## src/rtl/sys_defs.sv

```systemverilog
// Shared definitions for the branch reservation station and the branch execute unit.
// Provides the data-path widths, the default reservation-station depth, the
// issue/dispatch packet layout and a CDB wakeup helper.
package sys_defs;

  localparam int unsigned XLEN           = 32;
  localparam int unsigned PRF_LEN        = 6;
  localparam int unsigned ROB_LEN        = 5;
  localparam int unsigned RS_BRANCH_SIZE = 4;

  // Branch packet exchanged between dispatch, the RS and the branch execute unit.
  typedef struct packed {
    logic [XLEN-1:0]    PC;
    logic [XLEN-1:0]    offset;
    logic               cond_branch;
    logic [PRF_LEN-1:0] opa_preg_idx;
    logic               opa_ready;
    logic [XLEN-1:0]    opa_value;
    logic [PRF_LEN-1:0] opb_preg_idx;
    logic               opb_ready;
    logic [XLEN-1:0]    opb_value;
    logic [PRF_LEN-1:0] dest_preg_idx;
    logic [ROB_LEN-1:0] rob_idx;
    logic               br_pred_direction;
    logic [XLEN-1:0]    br_pred_target_PC;
    logic               local_pred_direction;
    logic               global_pred_direction;
  } RS_BRANCH_PACKET;

  // Capture a CDB broadcast into any not-yet-ready operand whose tag matches.
  function automatic RS_BRANCH_PACKET rs_wake(
    input RS_BRANCH_PACKET    p,
    input logic               cdb_v,
    input logic [PRF_LEN-1:0] cdb_tag,
    input logic [XLEN-1:0]    cdb_val
  );
    RS_BRANCH_PACKET r;
    r = p;
    if (cdb_v && !p.opa_ready && (p.opa_preg_idx == cdb_tag)) begin
      r.opa_ready = 1'b1;
      r.opa_value = cdb_val;
    end
    if (cdb_v && !p.opb_ready && (p.opb_preg_idx == cdb_tag)) begin
      r.opb_ready = 1'b1;
      r.opb_value = cdb_val;
    end
    return r;
  endfunction

endpackage

```

## src/rtl/ps_age_select.sv

```systemverilog
// Oldest-ready selector driven by an age matrix.
// age_i[i][j] = 1 means entry i is older than entry j.
// Ports:
//   ready_i    - per-entry ready vector
//   age_i      - N x N age matrix
//   grant_c_o  - one-hot grant of the oldest ready entry (combinational)
//   valid_c_o  - some entry is granted (combinational)
module ps_age_select #(
  parameter int unsigned N = 4
) (
  input  logic [N-1:0]        ready_i,
  input  logic [N-1:0][N-1:0] age_i,
  output logic [N-1:0]        grant_c_o,
  output logic                valid_c_o
);

  logic [N-1:0] blocked;

  // An entry is blocked when any older entry is also ready.
  always_comb begin
    blocked = '0;
    for (int i = 0; i < int'(N); i++) begin
      for (int j = 0; j < int'(N); j++) begin
        blocked[i] = blocked[i] | (ready_i[j] & age_i[j][i]);
      end
    end
  end

  assign grant_c_o = ready_i & ~blocked;
  assign valid_c_o = |grant_c_o;

endmodule

```

## src/rtl/rs_branch.sv

```systemverilog
// Reservation station for the branch functional unit.
// Buffers dispatched branches, captures operands from the CDB and issues the
// oldest entry with both operands ready as a registered packet.
// Ports:
//   clock, reset        - clock and asynchronous active-low reset
//   squash              - mispredict flush, clears every entry
//   dispatch_valid/packet - incoming branch from dispatch
//   cdb_valid/preg_idx/value - common data bus broadcast
//   fu_busy             - branch unit cannot accept an issue this cycle
//   rs_branch_full      - all entries occupied (from registered state)
//   branch_enable       - registered issue valid
//   rs_branch_packet    - registered issued packet
module rs_branch
  import sys_defs::*;
#(
  parameter int unsigned RS_BRANCH_SIZE      = sys_defs::RS_BRANCH_SIZE,
  parameter int unsigned RS_BRANCH_LEN       = $clog2(RS_BRANCH_SIZE),
  parameter bit          CHECK_DISPATCH_FULL = 1'b1
) (
  input  logic               clock,
  input  logic               reset,
  input  logic               squash,
  input  logic               dispatch_valid,
  input  RS_BRANCH_PACKET    dispatch_packet,
  input  logic               cdb_valid,
  input  logic [PRF_LEN-1:0] cdb_preg_idx,
  input  logic [XLEN-1:0]    cdb_value,
  input  logic               fu_busy,
  output logic               rs_branch_full,
  output logic               branch_enable,
  output RS_BRANCH_PACKET    rs_branch_packet
);

  localparam int unsigned N = RS_BRANCH_SIZE;

  logic [N-1:0]              valid_q, valid_d;
  RS_BRANCH_PACKET [N-1:0]   entry_q, entry_d;
  logic [N-1:0][N-1:0]       age_q, age_d;
  logic                      branch_enable_q, branch_enable_d;
  RS_BRANCH_PACKET           out_pkt_q, out_pkt_d;

  logic [N-1:0]              ready_c;
  logic [N-1:0]              grant_c;
  logic                      grant_valid_c;
  logic [RS_BRANCH_LEN-1:0]  sel_idx_c;
  logic [RS_BRANCH_LEN-1:0]  free_idx_c;
  logic                      issue_c;
  logic                      alloc_c;

  // Readiness is judged on registered state only, so a wakeup costs one cycle.
  always_comb begin
    for (int i = 0; i < int'(N); i++) begin
      ready_c[i] = valid_q[i] & entry_q[i].opa_ready & entry_q[i].opb_ready;
    end
  end

  ps_age_select #(.N(N)) u_age_select (
    .ready_i   (ready_c),
    .age_i     (age_q),
    .grant_c_o (grant_c),
    .valid_c_o (grant_valid_c)
  );

  // One-hot grant to index, and lowest-index free slot.
  always_comb begin
    sel_idx_c  = '0;
    free_idx_c = '0;
    for (int i = 0; i < int'(N); i++) begin
      if (grant_c[i]) sel_idx_c = RS_BRANCH_LEN'(i);
    end
    for (int i = int'(N) - 1; i >= 0; i--) begin
      if (!valid_q[i]) free_idx_c = RS_BRANCH_LEN'(i);
    end
  end

  assign rs_branch_full = &valid_q;
  assign issue_c        = grant_valid_c & ~fu_busy & ~squash;
  assign alloc_c        = dispatch_valid & ~rs_branch_full & ~squash;

  // Next-state: wakeup, allocation, issue, then squash overriding all.
  always_comb begin
    valid_d         = valid_q;
    entry_d         = entry_q;
    age_d           = age_q;
    branch_enable_d = 1'b0;
    out_pkt_d       = out_pkt_q;

    for (int i = 0; i < int'(N); i++) begin
      if (valid_q[i]) begin
        entry_d[i] = rs_wake(entry_q[i], cdb_valid, cdb_preg_idx, cdb_value);
      end
    end

    if (issue_c) begin
      branch_enable_d = 1'b1;
      out_pkt_d       = entry_q[sel_idx_c];
    end

    // New entry is younger than every entry valid before this edge.
    if (alloc_c) begin
      valid_d[free_idx_c] = 1'b1;
      entry_d[free_idx_c] = rs_wake(dispatch_packet, cdb_valid, cdb_preg_idx, cdb_value);
      for (int j = 0; j < int'(N); j++) begin
        age_d[j][free_idx_c] = valid_q[j];
        age_d[free_idx_c][j] = 1'b0;
      end
    end

    // Applied after allocation so the issued slot's row/column end up clear.
    if (issue_c) begin
      valid_d[sel_idx_c] = 1'b0;
      for (int j = 0; j < int'(N); j++) begin
        age_d[sel_idx_c][j] = 1'b0;
        age_d[j][sel_idx_c] = 1'b0;
      end
    end

    if (squash) begin
      valid_d         = '0;
      age_d           = '0;
      branch_enable_d = 1'b0;
    end
  end

  // State and output registers.
  always_ff @(posedge clock or negedge reset) begin
    if (!reset) begin
      valid_q         <= '0;
      entry_q         <= '0;
      age_q           <= '0;
      branch_enable_q <= 1'b0;
      out_pkt_q       <= '0;
    end else begin
      valid_q         <= valid_d;
      entry_q         <= entry_d;
      age_q           <= age_d;
      branch_enable_q <= branch_enable_d;
      out_pkt_q       <= out_pkt_d;
    end
  end

  assign branch_enable    = branch_enable_q;
  assign rs_branch_packet = out_pkt_q;

  // Dispatch into a full station is dropped; flag it so upstream stalls get fixed.
  if (CHECK_DISPATCH_FULL) begin : g_full_check
    a_no_dispatch_when_full: assert property (
      @(posedge clock) disable iff (!reset)
      !(dispatch_valid && rs_branch_full && !squash)
    );
  end

endmodule

```

## config.mk

```make
export PLATFORM = sky130hd
export DESIGN_NAME = rs_branch
export DESIGN_NICKNAME = d
export VERILOG_FILES = /design/src/rtl/sys_defs.sv /design/src/rtl/ps_age_select.sv /design/src/rtl/rs_branch.sv
export SDC_FILE = /design/constraint.sdc
export NUM_CORES = 2
export LEC_CHECK = 0
export CAP_MARGIN = 10
export CORE_AREA = 8 8 274 408
export CTS_CLUSTER_DIAMETER = 50
export DETAILED_ROUTE_END_ITERATION = 8
export DIE_AREA = 0 0 282 416
export GPL_TIMING_DRIVEN = 0
export SLEW_MARGIN = 30
export SYNTH_ARGS = -nofsm -noshare
export SYNTH_HDL_FRONTEND = slang
export SYNTH_HIERARCHICAL = 1
export SYNTH_SLANG_ARGS = --single-unit
```

## constraint.sdc

```tcl
create_clock -name clock -period 6.6 [get_ports clock]
set_clock_uncertainty 0.15 [all_clocks]
set_input_delay 1.65 -clock clock [delete_from_list [all_inputs] [get_ports clock]]
set_output_delay 1.65 -clock clock [all_outputs]
set_load 0.02 [all_outputs]
```

-- Word-level counts from Yosys, hierarchy flattened
Index checks and enable logic that the tools add are counted.
- magnitude comparators: 4
- shift-type cells: 0
- reduce and logical (&&, ||, !) cells: 34
- bitwise gates (word level): 68
- $mul: 0
- eq/ne operators: 10
- div/mod/pow operators: 0
- add/sub/neg operators: 0
- mux-type cells: 61
- operators by type and width (cell ; count):
    bitwise mux 756 bit ; 1
    2-to-1 mux 756 bit ; 1
    2-to-1 mux 118 bit ; 4
    2-to-1 mux 33 bit ; 12
    binary-select mux 189 bit (select 2 bit) ; 1
    demux 189 bit (select 2 bit) ; 1
    2-to-1 mux 189 bit ; 2
    AND 16 bit ; 8
    inverter 16 bit ; 8
    demux 4 bit (select 2 bit) ; 8
    equality test 6 bit ; 10
    2-to-1 mux 16 bit ; 3
    AND 1 bit ; 28
    AND 4 bit ; 6
    logical AND 1 bit ; 22
    2-to-1 mux 4 bit ; 5
    bitwise mux 4 bit ; 4
    2-to-1 mux 2 bit ; 8
    bitwise OR 1 bit ; 12
    logical NOT 1 bit ; 10
    inverter 4 bit ; 2
    2-to-1 mux 1 bit ; 7
    less-than comparator 2 x 3 -> 1 bit, second input constant ; 2
    2-to-1 mux 3 bit ; 2
    6 further kinds ; 10
- bits in registers: 966
- memories kept: 0
- bits in read-only memories: 0
- latch bits: 0
- RAM bits: 0
- output and inout bits: 191
- bits of input ports: 233
- logic and storage cells: 258

-- Logic depth before layout (Yosys ltp)
- depth after elaboration: 27
- depth in mapped cells: 15

-- Cells and area by module
The synthesis kept the hierarchy.
- by module, submodules not included (module ; sequential area each (um^2) ; cells each ; area each (um^2) ; times used):
    rs_branch ; 24173.2 ; 4350 ; 41929.0 ; 1
    ps_age_select ; 0.0 ; 13 ; 93.8 ; 1

-- Least setup slack after synthesis
Ideal clock, no wire load.
- path type: input port to flip-flop
- start: in cdb_preg_idx[2]
- end: reg entry_q[100] in the netlist's numbering
- setup time: 0.065 ns
- arrival time: 3.030 ns
- path slack: 3.355 ns
- path buffers: 2
- stages: 7
- data required time: 6.385 ns
- cells stage by stage: buf_6 -> xnor2_2 -> or3b_1 -> o31ai_4 -> buf_6 -> o32a_2 -> o21a_1
- RTL lines (element ; line ; text):
    start, declared ; rs_branch.sv:26 ; input logic [PRF_LEN-1:0] cdb_preg_idx,
    end signal, assigned ; rs_branch.sv:135 ; entry_q <= entry_d;
    end, declared ; rs_branch.sv:37 ; RS_BRANCH_PACKET [N-1:0] entry_q, entry_d;

-- Worst setup path after layout
- start: reg valid_q[2]
- end: reg out_pkt_q (netlist bit rs_branch_packet[51])
- RTL lines (element ; line ; text):
    start, declared ; rs_branch.sv:36 ; logic [N-1:0] valid_q, valid_d;
    start signal, assigned ; rs_branch.sv:134 ; valid_q <= valid_d;
    AND 1 bit * (2 in series) ; rs_branch.sv:53 ; ready_c[i] = valid_q[i] & entry_q[i].opa_ready & entry_q[i].opb_ready;
    named net ready_c[2] ; rs_branch.sv:42 ; logic [N-1:0] ready_c;
    AND 1 bit ; ps_age_select.sv:24 ; blocked[i] = blocked[i] | (ready_i[j] & age_i[j][i]);
    bitwise OR 1 bit (2 in series) ; ps_age_select.sv:24 ;
    inverter 4 bit ; ps_age_select.sv:29 ; assign grant_c_o = ready_i & ~blocked;
    AND 4 bit * ; ps_age_select.sv:29 ;
    named net grant_c[2] ; rs_branch.sv:43 ; logic [N-1:0] grant_c;
    OR reduction 4 bit * ; ps_age_select.sv:30 ; assign valid_c_o = |grant_c_o;
    named net grant_valid_c ; rs_branch.sv:44 ; logic grant_valid_c;
    AND 1 bit * (2 in series) ; rs_branch.sv:77 ; assign issue_c = grant_valid_c & ~fu_busy & ~squash;
    end signal, assigned ; rs_branch.sv:138 ; out_pkt_q <= out_pkt_d;
    end, declared ; rs_branch.sv:40 ; RS_BRANCH_PACKET out_pkt_q, out_pkt_d;
Mark *: on every way through the listed nets, which the timed path passes. The rest lies on a longest branch. The select of a mux whose other input is x is not followed.
A chain may end at the register's enable or synchronous reset.

==> impl_metrics.tcl <==
set metrics [dict create \
    status "complete, no violations" \
    yosysTopAreaCell "dfrtp_1" \
    postLayoutCellArea_sq_um 52110 \
    die_area_sq_um 117300 \
    rsz0062_at_grt "no" \
    initialDrtViolationCount 3639 \
    whs_path_depth 2 \
    layout_worst_path_cycle_share 0.7127 \
    final.fill_count 10080 \
    async_reset_ff_frac 1.000 \
    syn_to_final_growth_pct 24.01 \
    synth_seq_cells 966 \
    arrival_ps 5160 \
    cpMostUsedCell "buf_2" \
    powerDensity_nw_per_um2 361.7 \
    worst_pin_slew_ps 1075 \
    layoutNonFillerInstCount 6423 \
    clock_sinks 966 \
    ant_nets 0 \
    via_count 36520 \
    grt_pass1_vias 37330 \
    hp-class "reg -> reg" \
    wirelength_mm 164.4 \
    path_cells "clkbuf_1 -> and3_1 -> and4b_1 -> or4_1 -> nor2b_1 -> nand2b_1 -> buf_2 -> nor4_4 -> clkbuf_2 -> buf_2 -> a22oi_1 -> o21ai_0" \
    clkSlewWorstSetupHoldPaths_ps 60 \
    htreeDepth 3 \
    power.leakage_nw 24.23 \
    hold_slack_ps 323.7 \
    fin_tns_setup_ps 0 \
    ys_seq_area_frac 0.5752 \
    grt_overflow 0 \
    cts.path.max_buffers 3 \
    fin_nets 5131 \
    path_buf_inv 4 \
    drc 0 \
    grt_max_degree 124 \
    multi_input_area_sq_um 15930 \
    wl_per_cell_microns 25.59 \
    yosysTopAreaCellShare 0.5752 \
    synth_cells 4363 \
    antenna_found_initial 36 \
    r2r-end "rs_branch_packet[51]$_DFFE_PN0P_" \
    insertion_delay_ps 710 \
    seqCellArea_sq_um 24170 \
    synth_edf_count 0 \
    cts_buffers 106 \
    tritoncts "built" \
    vias_per_cell 5.686 \
    num_rows 147 \
    crit_path_start_kind "register" \
    r2r_start "valid_q[2]$_DFF_PN0_" \
    chipHeight_microns 416 \
    total_power_mw 18.85 \
    post_route_cells_drive_above_1_share 0.09344 \
    synth_ff_type "dfrtp_1" \
    postPlaceCellArea_sq_um 48300 \
    synth.avg_cell_area_sq_um 9.632 \
    setup_viol_count_final 0 \
    synth_area_leaders "dfrtp_1 (58%), nand2_1 (13%), a221oi_1 (3.9%)" \
    clockRootBuffer "clkbuf_16" \
    critPathMaxStageDelay_ps 760 \
    portBuffers 416 \
    rr_worst_depth 12 \
    cp_top_family "simple AND/OR/NAND/NOR gates" \
    layout_common_cells "nand2_1 (1506), dfrtp_1 (966), clkdlybuf4s50_1 (415)" \
    end_kind "register" \
    crit_required_ps 7050 \
    fmax_mhz 212.6 \
    synth_nets 4596 \
    firstDrtPassIters 8 \
    hold_end "entry_q[343]$_DFFE_PN0P_" \
    chipWidth_microns 282 \
    final_common_cell "nand2_1" \
    place_inst 6205 \
    slowest_stage "nor4_4" \
    relSlewSlack 0.2831 \
    ys_warn_count 6 \
    place_congestion 0.9226 \
    ys_types 60 \
    hold_viol 0 \
    syn_area_sq_um 42020 \
    grt_first_pass_wirelength_mm 244.8 \
    ff2ff_setup_slack_ps 1900 \
    fin_crit_ps 4704 \
    ir_drop_mv 0.2898 \
    path_class "reg -> reg" \
    start_util 0.3960 \
    critPathMaxFanout 10 \
    worstHoldStart "entry_q[343]$_DFFE_PN0P_" \
    io_pins 424 \
    coreArea_sq_um 106100 \
    cts_setup_buffers 0 \
    grt_use_total 0.2756 \
    place_hpwl_mm 117.1 \
    max-cap-violations 0 \
    postCtsHoldBufs 0 \
    ctsResizeCount 0 \
    final_max_slew_viol_count 0 \
]
==> layer usage <==
layer | vias to the layer above | global-route usage | routed length [microns]
met3 | 387 | 0.06809 | 13290
li1 | 16240 | - | -
met5 | - | 0 | 141
met1 | 18320 | 0.3281 | 62210
met2 | 1554 | 0.4540 | 79150
met4 | 22 | 0.1520 | 9578
==> flip-flops by register name (all words and copies together) (netlist names) <==
name              count
entry_q             756
valid_q               4
age_q                16
branch_enable         1
rs_branch_packet    189
==> tightest hold or removal path, cell delays in order, from the launching register on <==
cell and delay, ps:
dfrtp_1 340, nand2_1 50, nand2_1 50
==> worst max-delay path by stage <==
stage                               from                                to  slack (ps)  cells past startpoint
finish              valid_q[2]$_DFF_PN0_  rs_branch_packet[51]$_DFFE_PN0P_        1900                     12
global route        valid_q[2]$_DFF_PN0_  rs_branch_packet[48]$_DFFE_PN0P_        1890                     13
CTS                 valid_q[2]$_DFF_PN0_  rs_branch_packet[51]$_DFFE_PN0P_        2100                     12
detailed placement               fu_busy  rs_branch_packet[51]$_DFFE_PN0P_        1760                      9
global placement                   reset            entry_q[439]$_DFF_PN0_      -41540                      1
floorplan                cdb_preg_idx[2]            entry_q[100]$_DFF_PN0_        3350                      7
==> cell type report <==
type,instances,share of cell area
flip-flops and latches,966,0.4639
multi-input cells,2952,0.3056
repair buffers,427,0.08543
clock buffers,133,0.05594
well taps,1415,0.03397
plain buffers,344,0.03068
clock inverters,64,0.01621
inverters,101,0.007275
diodes,21,0.001008
==> through the flow <==
stage               setup slack [ps]    util
global route                    1891  0.4908
global placement              -41540  0.4519
floorplan                       3355       -
CTS                             2104  0.4906
detailed placement              1762  0.4551
finish                          1896  0.4910
==> synth_stat cells (4+ instances only) <==
| cell type | instances |
|---|---|
| nand2_1 | 1506 |
| dfrtp_1 | 966 |
| nor2_1 | 204 |
| o21ai_0 | 198 |
| clkbuf_1 | 197 |
| a22oi_1 | 191 |
| a221oi_1 | 186 |
| buf_2 | 111 |
| inv_1 | 100 |
| nand3_1 | 81 |
| o221a_2 | 69 |
| o21a_1 | 66 |
| or3_1 | 65 |
| o221a_1 | 60 |
| a21oi_1 | 45 |
| xnor2_1 | 41 |
| a222oi_1 | 32 |
| o22a_1 | 32 |
| o22ai_1 | 32 |
| o32a_2 | 29 |
| xor2_1 | 17 |
| buf_6 | 16 |
| buf_1 | 12 |
| nor3_1 | 12 |
| nor4_1 | 9 |
| and3_1 | 8 |
| buf_4 | 8 |
| mux2i_1 | 8 |
| nor2b_1 | 6 |
| o21ai_1 | 5 |
| and4b_1 | 4 |
| nand2b_1 | 4 |
==> power by group <==
part / internal, mW / total, mW / leakage, nW / switching, mW
Clock: 3.79 / 6.43 / 1.83 / 2.65
Sequential: 7.22 / 8.12 / 12.1 / 0.899
Combinational: 1.99 / 4.29 / 10.3 / 2.30
Total: 13.0 / 18.8 / 24.2 / 5.85
==> cells by family (layout without fill, tap and decap cells) <==
kind of cell / Yosys count / in the layout / synth area share
buffers and inverters: 445 / 1069 / 0.04663
XOR/XNOR: 60 / 60 / 0.01286
other: 0 / 21 / 0
AO/OA/AOI/OAI: 964 / 964 / 0.1805
flip-flops: 966 / 966 / 0.5752
AND/OR/NAND/NOR: 1920 / 1920 / 0.1829
multiplexers: 8 / 8 / 0.001906
Note: power is estimated with default switching activity, not from simulation.
